`config.mk`:
```
export PLATFORM = sky130hd
export DESIGN_NAME = hamming_decoder_flat
export DESIGN_NICKNAME = d
export VERILOG_FILES = /design/src/rtl/hamming_decoder_pkg.sv /design/src/rtl/hamming_decoder_if.sv /design/src/rtl/hamming_syndrome.sv /design/src/rtl/hamming_decoder.sv /design/src/flat_wrapper.sv
export SDC_FILE = /design/constraint.sdc
export NUM_CORES = 1
export LEC_CHECK = 0
export BUFFER_PORTS_ARGS = -buffer_cell sky130_fd_sc_hd__buf_2
export CAP_MARGIN = 0
export CORE_MARGIN = 2
export CORE_UTILIZATION = 40
export CTS_CLUSTER_DIAMETER = 60
export DETAILED_ROUTE_END_ITERATION = 8
export GPL_TIMING_DRIVEN = 0
export PLACE_DENSITY_LB_ADDON = 0.25
export SETUP_SLACK_MARGIN = 0.5
export SYNTH_ARGS = -nofsm -noshare
export SYNTH_HDL_FRONTEND = slang
export SYNTH_SLANG_ARGS = --single-unit
```
`constraint.sdc`:
```
create_clock -name clk -period 1.68 [get_ports clk]
set_input_delay 0.084 -clock clk [delete_from_list [all_inputs] [get_ports clk]]
set_output_delay 0.084 -clock clk [all_outputs]
set_load 0.02 [all_outputs]
```
`src/rtl/hamming_decoder_pkg.sv`:
```
// Shared constants and helpers for the (12,8) Hamming decoder.
// Codeword bit k holds Hamming position k+1.
package hamming_decoder_pkg;

   localparam int unsigned CW_W   = 12;
   localparam int unsigned DATA_W = 8;
   localparam int unsigned SYN_W  = 4;

   // Highest syndrome that names a real codeword position.
   localparam logic [SYN_W-1:0] SYN_MAX_CORR = 4'd12;

   // Parity-check masks; entry i covers every position whose index has bit i set.
   localparam logic [SYN_W-1:0][CW_W-1:0] PAR_MASK = {
      12'hF80,   // s3: positions 8..12
      12'h878,   // s2: positions 4,5,6,7,12
      12'h666,   // s1: positions 2,3,6,7,10,11
      12'h555    // s0: positions 1,3,5,7,9,11
   };

   // Hamming position carrying data bit i.
   localparam logic [DATA_W-1:0][3:0] DATA_POS = {
      4'd12, 4'd11, 4'd10, 4'd9, 4'd7, 4'd6, 4'd5, 4'd3
   };

   typedef struct packed {
      logic [DATA_W-1:0] data;
      logic              corrected;
      logic              detected;
      logic [SYN_W-1:0]  syndrome;
   } dec_word_t;

   function automatic logic [DATA_W-1:0] extract_data(input logic [CW_W-1:0] cw);
      logic [DATA_W-1:0] d;
      d = '0;
      for (int unsigned i = 0; i < DATA_W; i++) begin
         d[i] = cw[DATA_POS[i] - 4'd1];
      end
      return d;
   endfunction

endpackage

```
`src/rtl/hamming_decoder_if.sv`:
```
// Stream, status and counter signals of the Hamming decoder.
// slave = decoder side, master = producer/consumer side.
interface hamming_decoder_if
   import hamming_decoder_pkg::*;
#(
   parameter int unsigned COUNT_W = 16
);

   logic [CW_W-1:0]    hc_in;
   logic               in_valid;
   logic               in_ready;
   logic [DATA_W-1:0]  data_out;
   logic               out_valid;
   logic               out_ready;
   logic               err_corrected;
   logic               err_detected;
   logic [SYN_W-1:0]   syndrome_out;
   logic               cnt_clr;
   logic [COUNT_W-1:0] corr_cnt;
   logic [COUNT_W-1:0] uncorr_cnt;

   modport slave (
      input  hc_in, in_valid, out_ready, cnt_clr,
      output in_ready, data_out, out_valid, err_corrected, err_detected,
             syndrome_out, corr_cnt, uncorr_cnt
   );

   modport master (
      output hc_in, in_valid, out_ready, cnt_clr,
      input  in_ready, data_out, out_valid, err_corrected, err_detected,
             syndrome_out, corr_cnt, uncorr_cnt
   );

endinterface

```
`src/rtl/hamming_syndrome.sv`:
```
// Combinational syndrome generation (ahead of stage 1) and correction /
// data extraction (between stage 1 and stage 2).
module hamming_syndrome
   import hamming_decoder_pkg::*;
(
   input  logic [CW_W-1:0]  i_cw,
   output logic [SYN_W-1:0] o_syndrome,
   input  logic [CW_W-1:0]  i_s1_cw,
   input  logic [SYN_W-1:0] i_s1_syndrome,
   output dec_word_t        o_word
);

   logic            w_corr;
   logic            w_det;
   logic [CW_W-1:0] w_flip;

   always_comb begin
      o_syndrome = '0;
      for (int unsigned i = 0; i < SYN_W; i++) begin
         o_syndrome[i] = ^(i_cw & PAR_MASK[i]);
      end
   end

   always_comb begin
      w_corr = (i_s1_syndrome != '0) && (i_s1_syndrome <= SYN_MAX_CORR);
      w_det  = (i_s1_syndrome > SYN_MAX_CORR);
      w_flip = '0;
      if (w_corr) begin
         w_flip = CW_W'(1) << (i_s1_syndrome - 4'd1);
      end
      // Uncorrectable words leave w_flip at zero, so raw data bits pass through.
      o_word.data      = extract_data(i_s1_cw ^ w_flip);
      o_word.corrected = w_corr;
      o_word.detected  = w_det;
      o_word.syndrome  = i_s1_syndrome;
   end

endmodule

```
`src/rtl/hamming_decoder.sv`:
```
// Two-stage pipelined (12,8) Hamming decoder with valid/ready handshakes
// and saturating corrected/uncorrectable event counters.
module hamming_decoder
   import hamming_decoder_pkg::*;
#(
   parameter int unsigned COUNT_W = 16
)
(
   input  logic             clk,
   input  logic             rst,
   hamming_decoder_if.slave bus
);

   logic                 r_s1_valid;
   logic [CW_W-1:0]      r_s1_cw;
   logic [SYN_W-1:0]     r_s1_syn;
   logic                 r_s2_valid;
   dec_word_t            r_s2_word;
   logic [COUNT_W-1:0]   r_corr_cnt;
   logic [COUNT_W-1:0]   r_uncorr_cnt;

   logic [SYN_W-1:0]     w_syn;
   dec_word_t            w_word;
   logic                 w_s2_load;
   logic                 w_in_ready;
   logic                 w_out_fire;

   hamming_syndrome u_syndrome (
      .i_cw          (bus.hc_in),
      .o_syndrome    (w_syn),
      .i_s1_cw       (r_s1_cw),
      .i_s1_syndrome (r_s1_syn),
      .o_word        (w_word)
   );

   // Ready depends only on registered state and out_ready, never on in_valid.
   assign w_s2_load  = !r_s2_valid || bus.out_ready;
   assign w_in_ready = !r_s1_valid || w_s2_load;
   assign w_out_fire = r_s2_valid && bus.out_ready;

   always_ff @(posedge clk or posedge rst) begin
      if (rst) begin
         r_s1_valid <= 1'b0;
         r_s1_cw    <= '0;
         r_s1_syn   <= '0;
      end else if (w_in_ready) begin
         r_s1_valid <= bus.in_valid;
         if (bus.in_valid) begin
            r_s1_cw  <= bus.hc_in;
            r_s1_syn <= w_syn;
         end
      end
   end

   always_ff @(posedge clk or posedge rst) begin
      if (rst) begin
         r_s2_valid <= 1'b0;
         r_s2_word  <= '0;
      end else if (w_s2_load) begin
         r_s2_valid <= r_s1_valid;
         if (r_s1_valid) begin
            r_s2_word <= w_word;
         end
      end
   end

   always_ff @(posedge clk or posedge rst) begin
      if (rst) begin
         r_corr_cnt   <= '0;
         r_uncorr_cnt <= '0;
      end else if (bus.cnt_clr) begin
         r_corr_cnt   <= '0;
         r_uncorr_cnt <= '0;
      end else if (w_out_fire) begin
         if (r_s2_word.corrected && (r_corr_cnt != '1)) begin
            r_corr_cnt <= r_corr_cnt + 1'b1;
         end
         if (r_s2_word.detected && (r_uncorr_cnt != '1)) begin
            r_uncorr_cnt <= r_uncorr_cnt + 1'b1;
         end
      end
   end

   assign bus.in_ready      = w_in_ready;
   assign bus.out_valid     = r_s2_valid;
   assign bus.data_out      = r_s2_word.data;
   assign bus.err_corrected = r_s2_word.corrected;
   assign bus.err_detected  = r_s2_word.detected;
   assign bus.syndrome_out  = r_s2_word.syndrome;
   assign bus.corr_cnt      = r_corr_cnt;
   assign bus.uncorr_cnt    = r_uncorr_cnt;

endmodule
```
`src/flat_wrapper.sv`:
```
// flat-port wrapper written by rule: the top's interface ports become plain ports
module hamming_decoder_flat import hamming_decoder_pkg::*;
#(
   parameter int unsigned COUNT_W = 16
)
  (clk, rst, bus_hc_in, bus_in_valid, bus_out_ready, bus_cnt_clr, bus_in_ready, bus_data_out, bus_out_valid, bus_err_corrected, bus_err_detected, bus_syndrome_out, bus_corr_cnt, bus_uncorr_cnt);
  hamming_decoder_if #(.COUNT_W(COUNT_W)) bus_i ();
  input  logic clk;
  input  logic rst;
  input wire logic [$bits(bus_i.hc_in)-1:0] bus_hc_in;
  input wire logic [$bits(bus_i.in_valid)-1:0] bus_in_valid;
  input wire logic [$bits(bus_i.out_ready)-1:0] bus_out_ready;
  input wire logic [$bits(bus_i.cnt_clr)-1:0] bus_cnt_clr;
  output wire logic [$bits(bus_i.in_ready)-1:0] bus_in_ready;
  output wire logic [$bits(bus_i.data_out)-1:0] bus_data_out;
  output wire logic [$bits(bus_i.out_valid)-1:0] bus_out_valid;
  output wire logic [$bits(bus_i.err_corrected)-1:0] bus_err_corrected;
  output wire logic [$bits(bus_i.err_detected)-1:0] bus_err_detected;
  output wire logic [$bits(bus_i.syndrome_out)-1:0] bus_syndrome_out;
  output wire logic [$bits(bus_i.corr_cnt)-1:0] bus_corr_cnt;
  output wire logic [$bits(bus_i.uncorr_cnt)-1:0] bus_uncorr_cnt;
  assign bus_i.hc_in = bus_hc_in;
  assign bus_i.in_valid = bus_in_valid;
  assign bus_i.out_ready = bus_out_ready;
  assign bus_i.cnt_clr = bus_cnt_clr;
  assign bus_in_ready = bus_i.in_ready;
  assign bus_data_out = bus_i.data_out;
  assign bus_out_valid = bus_i.out_valid;
  assign bus_err_corrected = bus_i.err_corrected;
  assign bus_err_detected = bus_i.err_detected;
  assign bus_syndrome_out = bus_i.syndrome_out;
  assign bus_corr_cnt = bus_i.corr_cnt;
  assign bus_uncorr_cnt = bus_i.uncorr_cnt;
  hamming_decoder #(.COUNT_W(COUNT_W)) u_core (.clk(clk), .rst(rst), .bus(bus_i));
endmodule
```
==> impl_summary.txt <==
----------------------------------------------------
[Outcome]
  Status ... finished, final reports clean

[Floorplan]
  Vertical die dimension ... 93.7 um
  Total Die Area ... 0.00878 mm2
  Cell row count ... 32
  Initial core utilization ... 41.4%
  Chip Width ... 93.7 um
  Floorplan core area ... 0.00777 mm2
  Io pins ... 65

[Synthesis]
  EDFF count, synth ... 0
  Cell accounting for the most synthesized area ... sky130_fd_sc_hd__dfrtp_1
  Number of storage elements in the synthesis netlist ... 60
  Total nets after synthesis ... 338
  Mapped Cells ... 319
  Most frequent cells after synthesis ... 60 x sky130_fd_sc_hd__dfrtp_1, 27 x sky130_fd_sc_hd__nand2_1, 23 x sky130_fd_sc_hd__o21ai_0
  Average cell area after synthesis ... 10.1 um2
  Most used flip-flop cell after synthesis ... sky130_fd_sc_hd__dfrtp_1
  Fraction of synthesized cell area taken by the top area cell type ... 46.7%
  Cell with the most instances after synthesis ... sky130_fd_sc_hd__dfrtp_1
  Post-synth cell types ... 44
  Yosys Warn Count ... 0
  Cell area after technology mapping ... 0.00322 mm2
  Part of the Yosys area used for sequential elements ... 46.7%
  Share of flip-flops with an asynchronous set or reset after synthesis ... 100%
  Largest cells by area after synthesis ... sky130_fd_sc_hd__dfrtp_1 47%, sky130_fd_sc_hd__mux2_2 7.7%, sky130_fd_sc_hd__xnor2_1 4.6%

[STA]
  Fmax ... 611 MHz
  Final hold violations ... 0
  Setup repair after global routing missed its margin ... true
  Setup slack of the critical path after layout ... 42.5 ps
  Final setup violation count ... 0
  Final period demand of the worst path ... 1640 ps
  Pin slew with the least headroom to its limit ... 695 ps
  Final-layout worst hold slack ... 18.4 ps
  Ratio of final minimum period to clock period ... 97.5%
  Worst clock skew ... 10.8 ps
  Relative max-transition margin ... 53.6%
  Max-slew violation total from the final report ... 0

[Global routing]
  Pin count of the biggest net entering global routing ... 61
  Vias in the first global route ... 3126
  Initial antenna violation count ... 0
  All-layer global routing usage ... 21.8%
  Total congestion overflow after global routing ... 0
  Global-route wire length before repair ... 15100 um

[Final layout]
  Final nets ... 495
  Fillers ... 529
  Synthesis-to-layout area growth ... 71.5%
  Antenna diode count ... 0
  Share of layout cells above drive strength 1 ... 64.4%

[Setup path]
  Setup slack on the worst flop-to-flop path ... 40 ps
  Startpoint of the lowest-slack register-to-register path ... u_core.bus.corr_cnt[3]
  Worst Reg2Reg Path Length in Cells ... 5
  Worst setup path class ... flip-flop to flip-flop
  Largest fanout on the critical path ... 8
  Terminus of the critical flop-to-flop path ... u_core.bus.corr_cnt[5]
  Critical path required time ... 1910 ps
  Data arrival, critical path ... 1870 ps
  Critical path capture point type ... flip-flop
  Crit path launch type ... flip-flop

[Power and ir drop]
  Static leakage ... 2.40 nW
  Part of the total power dissipated in sequential elements ... 39.5%
  Power density cells ... 815 mW/mm2
  Fraction of power spent switching nets ... 31.1%
  Reported net switching power ... 1.40 mW
  Logic gate share of total power ... 27.6%
  Internal power consumption ... 3.10 mW
  Clock Power Share ... 32.9%
  Worst supply voltage drop on vdd ... 0.788 mV
  Final Total Pwr ... 4.49 mW

[Placement]
  # port buffers ... 64
  Total half-perimeter wirelength after legalization and detailed placement ... 5320 um
  GPL Wtd Cong ... 0.819
  Worst slack after detailed placement ... -65.3 ps

[Routing]
  Post-route antenna net violation count ... 0
  Detailed-route DRC error count ... 0
  First drt pass iteration count ... 4
  Wire length after detailed routing ... 9970 um
  WL/cell ... 17.1 um
  DR iter-0 viols ... 137
  Ratio of routed vias to standard cells ... 5.52
  Vias after detailed routing ... 3221

[Worst hold path]
  Min-delay worst type ... input pin to flip-flop
  Number of cells traversed by the worst hold path ... 2
  Worst Hold End ... u_core.r_s1_cw[5]
  Beginning of the worst hold path ... bus_hc_in[5]

[CTS]
  Clock buffers created by TritonCTS ... 9
  Insertion delay of the later-clocked pin in the worst-skew pair ... 350 ps
  CTS tree ... yes
  Count of H-tree levels built during CTS ... 3
  Clk root buf ... sky130_fd_sc_hd__clkbuf_8
  Buffer levels on the longest clock path ... 2
  Clock-pin slew reported for the worst setup and hold paths after clock tree synthesis ... 70 ps
  CTS sink cnt ... 60

[Job]
  Max Cap Violations ... 0

----------------------------------------------------
[power groups by stage]
| stage | logic (mW) | registers (mW) | clock network (mW) |
|---|---|---|---|
| final | 1.24 | 1.77 | 1.48 |
| after global routing | 1.33 | 1.80 | 1.55 |
| after CTS | 1.10 | 1.75 | 1.49 |
| after detailed placement | 0.890 | 1.78 | 0 |
| after global placement | 0.877 | 1.77 | 0 |
| after floorplan | 0.493 | 1.90 | 0 |
[placed cells by master (no fill, tap or decap), types with 10 or more instances in the layout]
cell type and n:
sky130_fd_sc_hd__buf_2 48, sky130_fd_sc_hd__buf_4 51, sky130_fd_sc_hd__buf_6 40, sky130_fd_sc_hd__clkbuf_8 14
sky130_fd_sc_hd__dfrtp_1 26, sky130_fd_sc_hd__dfrtp_2 34, sky130_fd_sc_hd__mux2_4 17, sky130_fd_sc_hd__nand2_2 10
sky130_fd_sc_hd__nor2_1 13, sky130_fd_sc_hd__o21ai_1 12, sky130_fd_sc_hd__xnor2_1 17
[cell type report]
cell class / count / area, um2 / share of cell area (%)
well taps: 102 / 128 / 2.31
plain buffers: 13 / 148 / 2.68
clock buffers: 11 / 141 / 2.56
multi-input cells: 244 / 2300 / 41.7
repair buffers: 145 / 1170 / 21.2
clock inverters: 5 / 75.1 / 1.36
flip-flops and latches: 60 / 1540 / 28.0
inverters: 3 / 15.0 / 0.272
[per-layer routing]
layer  up-vias  GRT usage (%)  wire length (um)
li1       1503              -                 -
met1      1603           26.0              4130
met2        98           39.0              5150
met3        17           5.70               512
met4         0           5.68               178
met5         -              0                 0
[worst max-delay path: stages, from the launching register on]
cell,delay (ps)
sky130_fd_sc_hd__dfrtp_2,420
sky130_fd_sc_hd__and4_4,220
sky130_fd_sc_hd__and3_4,180
sky130_fd_sc_hd__buf_12,150
sky130_fd_sc_hd__a211oi_4,240
sky130_fd_sc_hd__mux2_4,320
[through the flow]
step	area (um2)	TNS [ps]	util (%)	cells
after floorplan	3520	0	-	319
after CTS	4990	0	64.3	568
after global placement	3970	-45.7	51.1	485
final	5520	0	71.0	583
after global routing	5520	-0.811	71.0	583
after detailed placement	3970	-126	51.1	485
[state kept, by name, summed over array words and instances, names as in the netlist]
signal                    cells
u_core.bus.err_corrected      1
u_core.bus.data_out           8
u_core.bus.corr_cnt          16
u_core.bus.out_valid          1
u_core.r_s1_cw                8
u_core.r_s1_valid             1
u_core.r_s1_syn               4
u_core.bus.uncorr_cnt        16
u_core.bus.syndrome_out       4
u_core.bus.err_detected       1
[cell families (layout without fill, tap and decap cells)]
family,after synthesis,after routing,synth area share [%]
AOI/OAI and AO/OA,62,62,11.2
xor gates and xnor gates,24,24,6.53
adders and majority gates,2,2,0.778
buffers and inverters,16,177,1.94
DFF,60,60,46.7
muxes,25,25,8.63
and+or+nand+nor,130,131,24.2
[worst max-delay path by stage]
stage                                   start                         to  slack [ps]  cells past startpoint
global route         u_core.bus.uncorr_cnt[8]   u_core.bus.uncorr_cnt[1]        -0.8                      6
finish                 u_core.bus.corr_cnt[3]     u_core.bus.corr_cnt[5]          40                      5
global placement    u_core.bus.uncorr_cnt[13]   u_core.bus.uncorr_cnt[4]         -20                      4
floorplan            u_core.bus.uncorr_cnt[7]  u_core.bus.uncorr_cnt[13]          40                      4
CTS                    u_core.bus.corr_cnt[9]     u_core.bus.corr_cnt[9]          60                      5
detailed placement       u_core.bus.out_valid    u_core.bus.corr_cnt[13]         -70                      4
[what timing repair did]
action | in CTS | in global routing
cloned | 1 | 1
hold buffers | 3 | 1
setup buffers | 63 | 12
setup endpoints to repair | 57 | 75
resized for setup | 62 | 112
hold endpoints to repair | 3 | 28
pin swaps | 42 | 33
(Power assumes the default switching activity.)
